$ cat src/rtl/coherence_bus_ctrl.sv
//==============================================================================
// Module      : coherence_bus_ctrl
// Description : Responder end of the dcache<->bus coherence protocol for two
//               MSI dcaches sharing one single-ported RAM. Arbitrates the two
//               cores, snoops the other core (ccwait/ccinv/ccsnoopaddr), moves
//               2-word blocks RAM->cache or cache->cache (updating RAM on a
//               forward) and serialises write-backs. One block in flight.
// Ports       : CLK, nRST          clock / async active-low reset
//               dREN, dWEN         per-core block read / write-back request
//               daddr, dstore      per-core word address / store-forward data
//               cctrans, ccwrite   per-core coherence start or snoop dirty-hit
//                                  response / ownership request
//               dwait, dload       per-core stall (one-cycle low per word)
//                                  and load data
//               ccwait, ccinv,     snoop hold, invalidate and block address
//               ccsnoopaddr        presented to the snooped core
//               ramREN, ramWEN,    RAM request, address, write data
//               ramaddr, ramstore
//               ramload, ramwait   RAM read data and busy
//               stat_c2c, stat_inv, stat_wb (only with BUS_STATS_EN)
// Config      : define BUS_STATS_EN to add saturating transaction counters.
// Revision    : 1.0 - initial release
//==============================================================================
`default_nettype none

module coherence_bus_ctrl #(
    parameter int WORD_W    = 32,
    parameter int SNOOP_LAT = 1
) (
    input  logic                CLK,
    input  logic                nRST,
    input  logic [1:0]          dREN,
    input  logic [1:0]          dWEN,
    input  logic [2*WORD_W-1:0] daddr,
    input  logic [2*WORD_W-1:0] dstore,
    input  logic [1:0]          cctrans,
    input  logic [1:0]          ccwrite,
    output logic [1:0]          dwait,
    output logic [2*WORD_W-1:0] dload,
    output logic [1:0]          ccwait,
    output logic [1:0]          ccinv,
    output logic [2*WORD_W-1:0] ccsnoopaddr,
    output logic                ramREN,
    output logic                ramWEN,
    output logic [WORD_W-1:0]   ramaddr,
    output logic [WORD_W-1:0]   ramstore,
    input  logic [WORD_W-1:0]   ramload,
    input  logic                ramwait
`ifdef BUS_STATS_EN
    ,
    output logic [31:0]         stat_c2c,
    output logic [31:0]         stat_inv,
    output logic [31:0]         stat_wb
`endif
);

    typedef enum logic [2:0] {
        IDLE = 3'd0,
        WB0  = 3'd1,
        WB1  = 3'd2,
        SNP  = 3'd3,
        RD0  = 3'd4,
        RD1  = 3'd5,
        C2C0 = 3'd6,
        C2C1 = 3'd7
    } state_t;

    localparam logic [7:0] SNP_LAST = 8'(SNOOP_LAT - 1);

    state_t              state;
    state_t              adv_state;
    logic                rr_last;
    logic                req_id;
    logic                oth_id;
    logic [WORD_W-4:0]   blk_addr;
    logic                is_read;
    logic                hold;
    logic [7:0]          snp_cnt;

    logic [1:0]          req;
    logic                win;
    logic [WORD_W-1:0]   addr0, addr1, store0, store1;
    logic [WORD_W-1:0]   win_addr;
    logic [WORD_W-1:0]   own_store, oth_store;
    logic                rd_state, c2c_state, word_state, word_sel;
    logic                done_word, inv_done;
    logic                unused_lsbs;

    assign addr0     = daddr[WORD_W-1:0];
    assign addr1     = daddr[2*WORD_W-1:WORD_W];
    assign store0    = dstore[WORD_W-1:0];
    assign store1    = dstore[2*WORD_W-1:WORD_W];
    assign oth_id    = ~req_id;
    assign own_store = req_id ? store1 : store0;
    assign oth_store = req_id ? store0 : store1;

    // A snooped core raises cctrans as its answer to ccwait, so it is not a new request.
    assign req = dREN | dWEN | (cctrans & ~ccwait);

    always_comb begin
        win = 1'b0;
        if (req[0] && req[1]) begin
            win = ~rr_last;
        end else if (req[1]) begin
            win = 1'b1;
        end
    end

    assign win_addr    = win ? addr1 : addr0;
    assign unused_lsbs = ^win_addr[2:0];

    assign rd_state   = (state == RD0)  || (state == RD1);
    assign c2c_state  = (state == C2C0) || (state == C2C1);
    assign word_state = (state != IDLE) && (state != SNP);
    assign word_sel   = (state == WB1)  || (state == RD1) || (state == C2C1);

    // A RAM access finishes on the cycle its request is up and ramwait is low.
    assign done_word = word_state && !hold && (ramREN || ramWEN) && !ramwait;
    assign inv_done  = (state == SNP) && (snp_cnt == SNP_LAST) && !cctrans[oth_id] && !is_read;

    always_comb begin
        adv_state = IDLE;
        case (state)
            WB0:     adv_state = WB1;
            RD0:     adv_state = RD1;
            C2C0:    adv_state = C2C1;
            default: adv_state = IDLE;
        endcase
    end

    always_ff @(posedge CLK or negedge nRST) begin
        if (!nRST) begin
            state       <= IDLE;
            rr_last     <= 1'b1;
            req_id      <= 1'b0;
            blk_addr    <= '0;
            is_read     <= 1'b0;
            hold        <= 1'b0;
            snp_cnt     <= '0;
            dwait       <= 2'b11;
            dload       <= '0;
            ccwait      <= 2'b00;
            ccinv       <= 2'b00;
            ccsnoopaddr <= '0;
            ramREN      <= 1'b0;
            ramWEN      <= 1'b0;
            ramaddr     <= '0;
            ramstore    <= '0;
        end else begin
            dwait <= 2'b11;
            case (state)
                IDLE: begin
                    // The cycle after a dwait pulse the finishing core still shows
                    // its old request, so arbitration skips that cycle.
                    if (hold) begin
                        hold <= 1'b0;
                    end else if (|req) begin
                        req_id   <= win;
                        rr_last  <= win;
                        blk_addr <= win_addr[WORD_W-1:3];
                        is_read  <= dREN[win];
                        if (dWEN[win]) begin
                            state <= WB0;
                        end else begin
                            state   <= SNP;
                            snp_cnt <= '0;
                            ccwait  <= win ? 2'b01 : 2'b10;
                            ccinv   <= ccwrite[win] ? (win ? 2'b01 : 2'b10) : 2'b00;
                            if (win) begin
                                ccsnoopaddr[WORD_W-1:0] <= {win_addr[WORD_W-1:3], 3'b000};
                            end else begin
                                ccsnoopaddr[2*WORD_W-1:WORD_W] <= {win_addr[WORD_W-1:3], 3'b000};
                            end
                        end
                    end
                end

                SNP: begin
                    if (snp_cnt == SNP_LAST) begin
                        if (cctrans[oth_id]) begin
                            state <= C2C0;
                        end else if (is_read) begin
                            state <= RD0;
                        end else begin
                            // Upgrade only: acknowledge once, no data moves.
                            dwait  <= req_id ? 2'b01 : 2'b10;
                            ccwait <= 2'b00;
                            ccinv  <= 2'b00;
                            hold   <= 1'b1;
                            state  <= IDLE;
                        end
                    end else begin
                        snp_cnt <= snp_cnt + 8'd1;
                    end
                end

                default: begin
                    // Word engine shared by WB/RD/C2C. After each completed word the
                    // request stays down for the pulse cycle plus one more, so the
                    // supplying cache has moved on to the next word before dstore
                    // is captured.
                    if (hold) begin
                        hold <= 1'b0;
                    end else if (!ramREN && !ramWEN) begin
                        ramaddr <= {blk_addr, word_sel, 2'b00};
                        if (rd_state) begin
                            ramREN <= 1'b1;
                        end else begin
                            ramWEN   <= 1'b1;
                            ramstore <= c2c_state ? oth_store : own_store;
                        end
                    end else if (!ramwait) begin
                        ramREN <= 1'b0;
                        ramWEN <= 1'b0;
                        hold   <= 1'b1;
                        if (c2c_state) begin
                            dwait <= 2'b00;
                        end else begin
                            dwait <= req_id ? 2'b01 : 2'b10;
                        end
                        if (rd_state || c2c_state) begin
                            if (req_id) begin
                                dload[2*WORD_W-1:WORD_W] <= rd_state ? ramload : ramstore;
                            end else begin
                                dload[WORD_W-1:0] <= rd_state ? ramload : ramstore;
                            end
                        end
                        if (word_sel) begin
                            ccwait <= 2'b00;
                            ccinv  <= 2'b00;
                            state  <= IDLE;
                        end else begin
                            state <= adv_state;
                        end
                    end
                end
            endcase
        end
    end

`ifdef BUS_STATS_EN
    always_ff @(posedge CLK or negedge nRST) begin
        if (!nRST) begin
            stat_c2c <= '0;
            stat_inv <= '0;
            stat_wb  <= '0;
        end else begin
            if (done_word && (state == C2C1) && (stat_c2c != 32'hFFFF_FFFF)) begin
                stat_c2c <= stat_c2c + 32'd1;
            end
            if (inv_done && (stat_inv != 32'hFFFF_FFFF)) begin
                stat_inv <= stat_inv + 32'd1;
            end
            if (done_word && (state == WB1) && (stat_wb != 32'hFFFF_FFFF)) begin
                stat_wb <= stat_wb + 32'd1;
            end
        end
    end
`else
    logic unused_events;
    assign unused_events = done_word ^ inv_done;
`endif

endmodule

`default_nettype wire

$ cat config.mk
export PLATFORM = sky130hd
export DESIGN_NAME = coherence_bus_ctrl
export DESIGN_NICKNAME = d
export VERILOG_FILES = /design/src/rtl/coherence_bus_ctrl.sv
export SDC_FILE = /design/constraint.sdc
export NUM_CORES = 1
export LEC_CHECK = 0
export BUFFER_PORTS_ARGS = -buffer_cell sky130_fd_sc_hd__buf_4
export CAP_MARGIN = 20
export CORE_MARGIN = 10
export CORE_UTILIZATION = 37
export DETAILED_ROUTE_END_ITERATION = 8
export PLACE_DENSITY = 0.77
export RECOVER_POWER = 100
export SYNTH_ARGS = -nofsm -noshare
export SYNTH_HDL_FRONTEND = slang
export SYNTH_SLANG_ARGS = --single-unit
$ cat constraint.sdc
create_clock -name CLK -period 2.06 [get_ports CLK]
set_clock_uncertainty 0.2 [all_clocks]
set_input_delay 0.103 -clock CLK [delete_from_list [all_inputs] [get_ports CLK]]
set_output_delay 0.103 -clock CLK [all_outputs]
set_load 0.02 [all_outputs]
==> metrics.md <==
| Metric | Value |
|---|---|
| Status | complete, but fails checks |
| Violated checks | negative setup slack |
| First-pass GRT wire length | about 57,000 um |
| Pwr/cell area | approximately 1600 nW/um^2 |
| CP required | 2.27 ns |
| Skew-Pair Late Insertion Delay | ~0.53 ns |
| Tot GR Track Use | around a fifth |
| Avg Cell Area, Syn | 11.8 um^2 |
| Post-Route WL | 37,400 um |
| Vias per inst | 5.09 |
| DIE WIDTH | 184 um |
| Num CTS Buffers | 26 |
| Std-Cell Rows | 60 |
| Final net count | 1,572 |
| Area growth syn-to-layout | 55.1% |
| Critical path's slowest cell | dfrtp_1 |
| CTS tree | yes |
| FF+latch count, synth | 236 |
| Post-synthesis cell type count | 53 |
| Sequential fraction of the synthesis area | around three fifths |
| HP Start | dWEN[1] |
| Critical path fanouts, max | 29 |
| Max transition margin | a little over a third |
| Highest Clock Rate | 481 MHz |
| # diodes | 0 |
| R2r startpoint | state[1] |
| Critical path class | flop to flop |
| Fin Setup TNS | -0.182 ns |
| Initial core utilization | 37.3% |
| Die Span Y | 184 um |
| Post-synth EDFFs | 0 |
| Post-Synthesis Cell Area | 9990 um^2 |
| Commonest non-fill, non-tap cell in the layout | dfrtp_1 |
| Util after Layout | 57.8% |
| Fin. Hold Viols | 0 |
| DR WL/cell | 21.3 um |
| GPL Wtd Cong | 0.832 |
| Post-Layout Cell Count | around 1,800 |
| Max clock buf depth | 3 |
| Most frequent cells in the layout | 231 x dfrtp_1, 197 x clkbuf_1, 195 x buf_4, 165 x dlygate4sd3_1, 144 x nand2_1 |
| Endpoint class of the critical path | flop |
| Setup WS pre-CTS | -0.0257 ns |
| Period utilization | 101% |
| H-Tree Level Count | 1 |
| Post-DP HPWL | 24,000 um |
| Antenna violations before repair | 0 |
| Leak pwr | 0.00745 uW |
| Final critical-path required period | 2.08 ns |
| Crit. Startpoint | state[1] |
| First-iteration detailed-routing DRC count | 498 |
| Ys flop type | dfrtp_1 |
| Post-route ant nets | 0 |
| GRT overflow | 0 |
| Post-route DRC | 0 |
| Max Cap Viol | 0 |
| Share of post-route cells with drive strength above 1 | 26.6% |
| Hold/Removal Path Class | primary input to flop |
| Critical path's largest stage delay | 0.41 ns |
| Slew @ Worst Pin | between 0.9 and 1 ns |
| Post-synth ARST share | 100% |
| Crit start category | flop |
| Hold Slack | 0.0520 ns |
| Clock Root Buffer | clkbuf_16 |
| Mapped Cells | 850 |
| YS warnings | 0 |
| RSZ-0062 raised after global routing | yes |
| Worst vdd ir | a little under 0.9 mV |
| Port bufs | 356 |
| # setup viols final | 25 |
| Total clock sinks | 236 |
| Dpl cells | 1,540 |
| Final worst slack | -0.0174 ns |
| # IOs | 371 |
| Largest net degree at the start of global routing | 65 |
| WP data arrival | 2.29 ns |
| DRT Pass-1 Iters | 6 |
| Clock Pin Slew Worst Setup and Hold Paths | 0.06 ns |
| Final Slew Violations | 0 |
| Vias in the first global route | 9,814 |
| Full die area | 34,000 um^2 |
| Total number of vias | slightly below 9,000 |
| CP Cell Sequence | nor4_4, buf_4, nand3_2, or2_4, buf_12, mux2_2 |
| Core ar. | 26,800 um^2 |
layout make-up:
class / count / area (um^2)
Clock inverter: 6 / 133
Fill cell: 2190 / 11300
Multi-Input combinational cell: 557 / 4000
Timing Repair Buffer: 572 / 4250
Tap cell: 341 / 427
Clock buffer: 39 / 761
Sequential cell: 236 / 5910
Inverter: 6 / 22.5
flip-flops by register name, summed over array words and instances, names as in the netlist, 2 cells and up:
register / cells
ramstore: 32
snp_cnt: 8
ramaddr: 30
ccinv: 2
ccwait: 2
dload: 64
ccsnoopaddr: 58
blk_addr: 29
state: 3
dwait: 2
worst max-delay path: cells and delay by family (launching register included):
kind                   cells  cell delay, ns
and+or+nand+nor            3            0.65
DFF                        1            0.41
buffers and inverters      2            0.36
muxes                      1            0.30
repair_timing:
| item | in CTS | in global routing |
|---|---|---|
| pin swaps | 2 | 9 |
| buffers inserted | 3 | 1 |
| gates resized for setup | 4 | 33 |
| hold endpoints to repair | 437 | 0 |
| endpoints found under the setup margin | 20 | 91 |
| hold buffers | 165 | 0 |
| gates cloned | 1 | 3 |
power breakdown:
part	switching [uW]	internal, uW
Sequential	1430	6800
Clock	1870	3030
Combinational	7020	4370
stage by stage:
stage | cell area [um^2] | power (uW)
after detailed placement | 13400 | 20200
after floorplan | 10100 | 14700
after global placement | 13400 | 19800
after global routing | 15500 | 26000
final | 15500 | 24500
after CTS | 16000 | 25400
per-layer routing:
layer  up-vias  part of all wire (%)  global-route usage (%)  routed length [um]
met5         -                     0                       0                   0
met1      4359                    38                    24.3               14100
met3        86                    11                    7.25                4070
met2       465                    48                    34.7               17900
li1       4036                     -                       -                   -
met4         0                   3.5                    7.83                1310
synth_stat cells, drive strengths merged (3+ instances only):
cell type	number	area (um^2)
buf	33	213
nor2	12	45.0
mux2	87	1020
nor2b	4	25.0
nand4	3	18.8
dfstp	3	78.8
o21ai	141	706
nand2b	3	18.8
a21o	3	22.5
dfrtp	233	5830
a31oi	7	43.8
nand2	149	562
a22o	3	26.3
inv	6	22.5
nor3	6	35.0
a21oi	4	20.0
mux2i	95	951
clkbuf	25	93.8
nand3	8	45.0
worst paths after layout:
check                                       end  slack [ns]  depth (start not counted)
max in group asynchronous          blk_addr[28]        0.11                          4
min in group asynchronous             dload[30]        0.65                          3
worst min register to register      blk_addr[3]        0.27                          2
worst max-delay path            ccsnoopaddr[12]       -0.02                          6
worst max register to register  ccsnoopaddr[12]       -0.02                          6
worst min-delay path            ccsnoopaddr[24]        0.05                          4
cells by family after synthesis:
kind of cell             Yosys count  share of synthesized area (%)
AND/OR/NAND/NOR                  195                           8.36
adder cells (fa/ha/maj)            2                          0.250
flip-flops                       236                           59.1
XOR/XNOR                           2                          0.175
other                              1                         0.0375
AO/OA/AOI/OAI                    168                           9.06
buffers and inverters             64                           3.29
multiplexers                     182                           19.7
Power figures use the tool's default switching activity.
